<file path="src/rtl/calc_display_scan.sv">
// Purpose : scanned N-digit seven-segment driver for the calculator number format.
// Latency : every output is registered, one cycle behind the scan state and active buffer.
// Backpr. : none; load_i is always accepted, and the last load before a frame boundary wins.
//
// Ports:
//   clk_i, rst_ni       clock, asynchronous active-low reset
//   load_i              one-cycle strobe capturing error_i/sign_i/exponent_i/significand_i
//   error_i, sign_i     number is an error / number is negative
//   exponent_i          digits right of the decimal point
//   significand_i       packed BCD, digit 0 in bits [3:0] (rightmost)
//   seg_o, dp_o         segments {top,ur,lr,bottom,ll,ul,middle} and decimal point
//   digit_en_o          one-hot digit enable, all inactive during the blank interval
//   neg_o               active-buffer sign (suppressed for errors)
//   frame_o             one-cycle pulse in the cycle after a frame boundary
module calc_display_scan #(
   parameter int NumDigits    = 8,
   parameter int ScanCycles   = 1024,
   parameter int BlankCycles  = 16,
   parameter int SegActiveLow = 0
) (
   input  logic                          clk_i,
   input  logic                          rst_ni,
   input  logic                          load_i,
   input  logic                          error_i,
   input  logic                          sign_i,
   input  logic [$clog2(NumDigits)-1:0]  exponent_i,
   input  logic [NumDigits*4-1:0]        significand_i,
   output logic [6:0]                    seg_o,
   output logic                          dp_o,
   output logic [NumDigits-1:0]          digit_en_o,
   output logic                          neg_o,
   output logic                          frame_o
);

   localparam int IW = $clog2(NumDigits);
   localparam int CW = $clog2(ScanCycles);
   localparam logic [CW-1:0] CNT_LAST = CW'(ScanCycles - 1);
   localparam logic [CW-1:0] BLANK_W  = CW'(BlankCycles);
   localparam logic [IW-1:0] IDX_LAST = IW'(NumDigits - 1);
   localparam logic          INV      = (SegActiveLow != 0);

   localparam logic [6:0] GLYPH_E     = 7'b1001111;
   localparam logic [6:0] GLYPH_MINUS = 7'b0000001;

   // Scan state
   logic [CW-1:0] cnt;
   logic [IW-1:0] idx;
   logic          boundary;

   // Staging and active number buffers
   logic                   pending;
   logic                   stg_err, stg_sign;
   logic [IW-1:0]          stg_exp;
   logic [NumDigits*4-1:0] stg_sig;
   logic                   act_err, act_sign;
   logic [IW-1:0]          act_exp;
   logic [NumDigits*4-1:0] act_sig;

   // Rendering of the digit selected by idx
   logic [NumDigits-1:0] upper_zero;
   logic [IW-1:0]        msd, msd_p;
   logic                 minus_here;
   logic [3:0]           dig;
   logic [6:0]           seg_d;
   logic                 dp_d;
   logic                 in_blank;
   logic                 zero_run;

   function automatic logic [6:0] glyph(input logic [3:0] d);
      logic [6:0] g;
      case (d)
         4'd0:    g = 7'b1111110;
         4'd1:    g = 7'b0110000;
         4'd2:    g = 7'b1101101;
         4'd3:    g = 7'b1111001;
         4'd4:    g = 7'b0110011;
         4'd5:    g = 7'b1011011;
         4'd6:    g = 7'b1011111;
         4'd7:    g = 7'b1110000;
         4'd8:    g = 7'b1111111;
         4'd9:    g = 7'b1111011;
         default: g = 7'b0000000;
      endcase
      return g;
   endfunction

   assign boundary = (cnt == CNT_LAST) && (idx == IDX_LAST);
   assign in_blank = (cnt < BLANK_W);

   always_comb begin
      upper_zero = '0;
      zero_run   = 1'b1;
      msd        = '0;
      // upper_zero[i]: digits NumDigits-1 down to i are all zero
      for (int i = NumDigits - 1; i >= 0; i--) begin
         zero_run      = zero_run && (act_sig[i*4 +: 4] == 4'd0);
         upper_zero[i] = zero_run;
      end
      for (int i = 0; i < NumDigits; i++) begin
         if (act_sig[i*4 +: 4] != 4'd0) begin
            msd = IW'(i);
         end
      end
      // The minus glyph sits left of whichever is further left: the MSD or the
      // digit carrying the decimal point (so "-0.07" keeps its leading zero).
      msd_p      = (act_exp > msd) ? act_exp : msd;
      minus_here = act_sign && !act_err && (msd_p != IDX_LAST) && (idx == msd_p + 1'b1);
      dig        = act_sig[{idx, 2'b00} +: 4];

      if (act_err) begin
         seg_d = (idx == '0) ? GLYPH_E : 7'b0000000;
      end else if (minus_here) begin
         seg_d = GLYPH_MINUS;
      end else if ((idx > act_exp) && upper_zero[idx]) begin
         seg_d = 7'b0000000;
      end else begin
         seg_d = glyph(dig);
      end
      dp_d = !act_err && (act_exp != '0) && (idx == act_exp);
   end

   always_ff @(posedge clk_i or negedge rst_ni) begin
      if (!rst_ni) begin
         cnt        <= '0;
         idx        <= '0;
         pending    <= 1'b0;
         stg_err    <= 1'b0;
         stg_sign   <= 1'b0;
         stg_exp    <= '0;
         stg_sig    <= '0;
         act_err    <= 1'b0;
         act_sign   <= 1'b0;
         act_exp    <= '0;
         act_sig    <= '0;
         seg_o      <= {7{INV}};
         dp_o       <= INV;
         digit_en_o <= {NumDigits{INV}};
         neg_o      <= 1'b0;
         frame_o    <= 1'b0;
      end else begin
         if (cnt == CNT_LAST) begin
            cnt <= '0;
            idx <= (idx == IDX_LAST) ? '0 : idx + 1'b1;
         end else begin
            cnt <= cnt + 1'b1;
         end

         if (load_i) begin
            stg_err  <= error_i;
            stg_sign <= sign_i;
            stg_exp  <= exponent_i;
            stg_sig  <= significand_i;
         end

         // Active only changes at the frame boundary; a load landing exactly
         // on the boundary bypasses staging so it is not delayed a whole frame.
         if (boundary) begin
            if (load_i) begin
               act_err  <= error_i;
               act_sign <= sign_i;
               act_exp  <= exponent_i;
               act_sig  <= significand_i;
            end else if (pending) begin
               act_err  <= stg_err;
               act_sign <= stg_sign;
               act_exp  <= stg_exp;
               act_sig  <= stg_sig;
            end
            pending <= 1'b0;
         end else if (load_i) begin
            pending <= 1'b1;
         end

         if (in_blank) begin
            seg_o      <= {7{INV}};
            dp_o       <= INV;
            digit_en_o <= {NumDigits{INV}};
         end else begin
            seg_o      <= seg_d ^ {7{INV}};
            dp_o       <= dp_d ^ INV;
            digit_en_o <= (NumDigits'(1) << idx) ^ {NumDigits{INV}};
         end
         neg_o   <= act_sign && !act_err;
         frame_o <= boundary;
      end
   end

endmodule
</file>
<file path="config.mk">
export PLATFORM = sky130hd
export DESIGN_NAME = calc_display_scan
export DESIGN_NICKNAME = d
export VERILOG_FILES = /design/src/rtl/calc_display_scan.sv
export SDC_FILE = /design/constraint.sdc
export NUM_CORES = 1
export LEC_CHECK = 0
export CAP_MARGIN = 20
export CORE_UTILIZATION = 45
export DETAILED_ROUTE_END_ITERATION = 7
export PLACE_DENSITY = 0.78
export SYNTH_ARGS = -nofsm -noshare
export SYNTH_HDL_FRONTEND = slang
export SYNTH_SLANG_ARGS = --single-unit
</file>
<file path="constraint.sdc">
create_clock -name clk_i -period 3.86 [get_ports clk_i]
set_input_delay 0.772 -clock clk_i [delete_from_list [all_inputs] [get_ports clk_i]]
set_output_delay 0.772 -clock clk_i [all_outputs]
set_load 0.05 [all_outputs]
</file>
# After elaboration in Yosys (flattened, before gate mapping)
# Memories as Yosys holds them, arrays and structs flattened.
# Index checks and enable logic that the tools add are counted.
[classes] magnitude_cmp=4 n_reduce_logical=35 eq_ne=5 n_addsub=3 n_shift=2 muxes=29
[op_table] op="32-bit 2-to-1 mux" n=2
[op_table] op="7-bit 2-to-1 mux" n=5
[op_table] op="4-bit logical NOT" n=8
[op_table] op="32-bit by 6-bit variable part select with 4-bit output" n=1
[op_table] op="4-bit nonzero test" n=7
[op_table] op="3-bit 2-to-1 mux" n=8
[op_table] op="1-bit logical AND" n=14
[op_table] op="10-bit by 1-bit adder with 10-bit output (second input constant)" n=1
[op_table] op="10-bit == test (second input constant)" n=1
[op_table] op="10-bit by 5-bit < comparator with 1-bit output (second input constant)" n=1
[op_table] op="10-bit 2-to-1 mux" n=1
[op_table] op="1-bit 2-to-1 mux" n=9
[op_table] op="8-bit 2-to-1 mux" n=1
[op_table] op="1-bit by 3-bit << shifter with 8-bit output (first input constant)" n=1
[op_table] op="3-bit by 1-bit adder with 3-bit output (second input constant)" n=2
[op_table] op="3-bit == test" n=2
[op_table] op="3-bit greater-than comparator" n=2
[op_table] op="3-bit by 4-bit < comparator with 1-bit output (second input constant)" n=1
[op_table] op="2-bit 2-to-1 mux" n=2
[op_table] op="2-bit nonzero test" n=2
[op_table] op="1-bit binary-select mux with 3-bit select" n=1
[op_table] op="3-bit == test (second input constant)" n=1
[op_table] op="3-bit logical NOT" n=1
[op_table] op="3-bit inequality test (second input constant)" n=1
[op_table] op="other kinds (3)" n=3
[totals] inputBits=40 elab_cells=95 register_bits=106 n_memories=1 mem_bits_ro=112 out_inout_bits=18
[memory_table] name="(no name shown)" depth=16 word_bits=7 rd=1 rd_ports_with_merged_regs=0 wr=0 line="71" source="case (d)"

# Depth between registers and ports, before layout
[logic_depth] word_depth=16 mapped_depth=16

# Worst setup path after synthesis
# OpenSTA, ideal clock, no wires.
[synth_timing] path_kind="register to register" from="reg act_sig[18]" to="reg seg_o[0]" arrival_time_ns=3.518 stages_incl_launch_ff=16 t_required_ns=3.734 setup_slack_ns=0.216 path_cell_list="dfrtp_1 > nor4_1 > nand2_1 > a21oi_1 > nor2_1 > ha_1 > nor2b_1 > o21ai_0 > a32oi_1 > mux2_4 > ha_1 > ha_1 > xnor2_1 > nand4_1 > mux2i_4 > o31a_2"
[synth_via] elab_chain_cells=13 word_cells_on_any_way=27 classes_between="add/sub: 1; order compare: 1; eq/ne: 2; shift: 1; mux: 11; reduce/logical: 10; memory: 1"
[synth_lines] element="start: declaration" line="57" source="logic [NumDigits*4-1:0] act_sig;"
[synth_lines] element="start signal: assignment" line="162" source="act_sig <= significand_i;"
[synth_lines] element="start signal: assignment" line="167" source="act_sig <= stg_sig;"
[synth_lines] element="4-bit nonzero test / 4-bit logical NOT (equally long branches)" line="100, 96"
[synth_lines] element="3-bit 2-to-1 mux / 1-bit logical AND (equally long branches) (4 in a row)" line="100, 96"
[synth_lines] element="3-bit greater-than comparator / 1-bit logical AND (equally long branches)" line="106, 96"
[synth_lines] element="3-bit 2-to-1 mux / 1-bit binary-select mux with 3-bit select (equally long branches)" line="106, 114"
[synth_lines] element="3-bit by 1-bit adder with 3-bit output, or another cell as far along" line="107" source="minus_here = act_sign && !act_err && (msd_p != IDX_LAST) && (idx == msd_p + 1'b1);"
[synth_lines] element="3-bit == test, or another cell as far along" line="107"
[synth_lines] element="1-bit logical AND / 7-bit 2-to-1 mux (equally long branches)" line="107, 114"
[synth_lines] element="7-bit 2-to-1 mux (*)" line="112" source="end else if (minus_here) begin"
[synth_lines] element="7-bit 2-to-1 mux (*)" line="110" source="if (act_err) begin"
[synth_lines] element="7-bit 2-to-1 mux (*)" line="174" source="if (in_blank) begin"
[synth_lines] element="end signal: assignment" line="135" source="seg_o <= {7{INV}};"
[synth_lines] element="end signal: assignment" line="175" source="seg_o <= {7{INV}};"
[synth_lines] element="end signal: assignment" line="179" source="seg_o <= seg_d ^ {7{INV}};"
[synth_lines] element="end: declaration" line="28" source="output logic [6:0] seg_o,"
# Every way passes the cells marked *; elsewhere a longest branch is shown, timed or not. The select of a mux whose other input is x is not followed.
# A chain may end at the register's enable or synchronous reset.

# Worst setup path in the final report
[layout_timing] from="reg act_sig[10]" to="reg seg_o[2]"
[layout_via] elab_chain_cells=15 word_cells_on_any_way=27 classes_between="add/sub: 1; order compare: 1; eq/ne: 2; shift: 1; mux: 13; reduce/logical: 8; memory: 1"
[layout_lines] element="4-bit nonzero test" line="100" source="if (act_sig[i*4 +: 4] != 4'd0) begin"
[layout_lines] element="2-bit 2-to-1 mux (2 in a row)" line="100"
[layout_lines] element="3-bit 2-to-1 mux (4 in a row)" line="100"
[layout_lines] element="3-bit greater-than comparator" line="106" source="msd_p = (act_exp > msd) ? act_exp : msd;"
[layout_lines] element="3-bit 2-to-1 mux" line="106"
[layout_lines] element="3-bit by 1-bit adder with 3-bit output / 3-bit inequality test (equally long branches)" line="107"
[layout_lines] element="3-bit == test / 1-bit logical AND (equally long branches)" line="107"
[layout_lines] element="1-bit logical AND" line="107"
[layout_lines] element="7-bit 2-to-1 mux (*)" line="112"
[layout_lines] element="7-bit 2-to-1 mux (*)" line="110"
[layout_lines] element="7-bit 2-to-1 mux (*)" line="174"
# Marks and branches as above.

==> results.md <==
- Pre-antenna DRT Iters: 4
- Largest net degree at the start of global routing: between 80 and 90
- Max Fclk: approximately 0.27 GHz
- Sequential share of the synthesized area: 0.539
- VDD IR max: ~0.00015 V
- Ys async rst share: 1.00
- Synth area leader: dfrtp_1
- Final setup viols: 0
- Vias in the first global route: approximately 3300
- Synth Warn #: 0
- Max Transition Viols Final: 0
- Setup Total Neg Slack: 0 ns
- Critical path endpoint category: flop
- CP Class: flop to flop
- Die outline height: about 110 µm
- Placed cell areas: between 0.005 and 0.006 mm²
- GRT Residual Overflow: 0
- First-pass GRT wire length: 15.6 mm
- Die Width: ~110 µm
- Syn Inst Count: around 370
- Sw frac: 0.217
- Max Clock Skew: ~0.012 ns
- Crit-path max FO: 7
- Leakage power total: around 2.7 nW
- Worst path required time: 4.11 ns
- Post-Synth XOR/XNOR Area: 0.0160
- Hold Path Class: input pin to asynchronous set/reset pin
- NetSw: around 0.42 mW
- Synthesized Nets: around 430
- Core ar.: ~0.010 mm²
- Top cells by area, synth: dfrtp_1 54%, mux2_2 17%, ha_1 5.1%
- Synthesized area: between 0.004 and 0.005 mm²
- Internal Power: approximately 1.5 mW
- Area delta synth->final: 20.7%
- Largest family of logic cells by synthesized area: multiplexers
- Period utilization: 0.945
- Syn Area/Cell: about 13 µm²
- EDFF count, synth: 0
- Synth Area in Compound Gates: 0.0498
- Number of I/O port buffers: 57
- Clk pin slew, worst setup/hold paths: 0.09 ns
- Outcome: finished clean
- Vias per cell: between 5 and 6
- Yosys reg bits: between 100 and 150
- Site Rows: 37
- Final GP Congestion: between 0.9 and 1
- Power Density: 329 mW/mm²
- Die area: between 0.01 and 0.015 mm²
- CTS buffer count: 9
- Initial antenna violation count: 0
- Routed wire length: ~9.2 mm
- Drt initial violations: 153
- Clock power share: 0.343
- Hold Worst Slack: around 0.20 ns
- Total global-route track usage: 0.178
- Rel. slew slack: 0.421
- # Max-Cap Violations: 0
- CTS sink cnt: roughly 110
- Fin. Hold Viols: 0
- RSZ-0062 raised after global routing: no
- Max Root-Sink Buffers: 2
- Cell variety after synth: between 40 and 50
- Fraction of layout cells with a size suffix above 1: 0.281
- Sequential power share: 0.592
- # hold bufs at CTS: 0
- Crit path time final: between 3 and 4 ns
- Worst Tran Pin Value: just under 0.9 ns
- Arrival time worst endpoint: 3.90 ns
- H-tree depth: 3
- Yosys top cell area share: 0.539
- Clk Latency, worst-skew pair: between 0.3 and 0.4 ns
- Logic gate share of total power: 0.066
- Final ANT Viol Nets: 0
- Adder-Cell Fraction of Synth Area: 0.0509
- Design Area, Final: about 0.006 mm²
- Ports: 58
- Ys flop type: dfrtp_1
- Total number of vias: about 3100
- Final nets: 498
- Pwr Total: 1.96 mW
- Starting Density: 0.470
- Diode count: 0
- CP startpoint kind: flop
- CTS tree: yes
- Post-DP HPWL: 6.66 mm
- Count leader, synth: dfrtp_1
- Root Driver: clkbuf_8
- Mux cell area share after synthesis: 0.237
- Synth top cells by count: 106 x dfrtp_1, 75 x mux2_2, 20 x ha_1
- Drt wl/cell: around 16 µm
- Synth Area in Simple Gates: 0.0857
- DRC errors left: 0
## kinds of logic after synthesis
family,count (synthesis)
AO/OA/AOI/OAI,36
adder cells (fa/ha/maj),20
flip-flops,106
XOR/XNOR,9
multiplexers,92
AND/OR/NAND/NOR,83
buffers and inverters,26
## cell type report
type                    count  area [µm²]
well taps                 136         170
multi-input cells         240        2220
clock buffers              10         138
inverters                  14        52.6
fillers                   879        4520
repair buffers             67         658
clock inverters             4        53.8
flip-flops and latches    106        2650
## power by group through the flow
stage | Clock, mW | Combinational (mW) | Sequential, mW
global route | 0.735 | 0.143 | 1.16
floorplan | 0 | 0.0537 | 1.18
finish | 0.671 | 0.128 | 1.16
detailed placement | 0 | 0.129 | 1.18
CTS | 0.689 | 0.130 | 1.16
global placement | 0 | 0.126 | 1.18
## layout by cell type (no fill, tap or decap), drive strengths merged, types with 7 or more instances in the layout
cell,count
mux2,76
buf,12
clkbuf,10
nand3,7
nor4,10
ha,20
nor2b,7
nand2,16
a21oi,8
inv,13
clkdlybuf4s50,55
o21ai,14
dfrtp,106
nor2,19
and3,7
mux4,10
## registers in the layout (all words and copies together) (netlist names)
| register | count |
|---|---|
| stg_exp | 3 |
| dp_o | 1 |
| idx | 3 |
| act_sign | 1 |
| stg_err | 1 |
| frame_o | 1 |
| stg_sign | 1 |
| stg_sig | 32 |
| act_sig | 32 |
| seg_o | 7 |
| pending | 1 |
| act_exp | 3 |
| cnt | 10 |
| act_err | 1 |
| digit_en_o | 8 |
| neg_o | 1 |
## final timing paths
kind                              from       end  slack [ns]  cells after the start
setup / recovery           act_sig[10]  seg_o[2]        0.21                     16
hold / removal                  rst_ni  stg_sign        0.20                      1
setup reg to reg           act_sig[10]  seg_o[2]        0.21                     16
hold reg to reg                 cnt[0]    cnt[0]        0.50                      1
max in group asynchronous       rst_ni   pending        2.85                      3
min in group clk_i              cnt[0]    cnt[0]        0.50                      1
## worst max-delay path: stages, from the launching register on
cell	delay [ns]
dfrtp_1	0.44
or4_1	0.53
o211a_1	0.25
o21ai_2	0.14
ha_1	0.17
nor2b_1	0.04
o21ai_1	0.18
a32oi_2	0.09
buf_4	0.16
nor3_1	0.18
a21oi_1	0.07
ha_1	0.18
ha_1	0.31
xnor2_2	0.19
nand4_1	0.16
mux2i_4	0.32
o41ai_2	0.12
## metrics by stage
stage,utilization,cells,worst slack [ns]
after floorplan,-,372,0.216
after global placement,0.541,561,0.320
after detailed placement,0.541,561,0.167
after CTS,0.560,575,0.140
after global routing,0.568,577,0.00493
final,0.568,577,0.210
## timing repair
| item | 4_1_cts | 5_1_grt |
|---|---|---|
| buffers inserted | 0 | 1 |
| resized for setup | 0 | 9 |
| setup endpoints to repair | 0 | 7 |
## routing by layer
metal,vias up,routed length (µm),track usage
met2,79,4620,0.301
met1,1517,4040,0.223
met5,-,0,0
met3,17,328,0.0347
li1,1470,-,-
met4,0,203,0.0753
(Power assumes the default switching activity.)
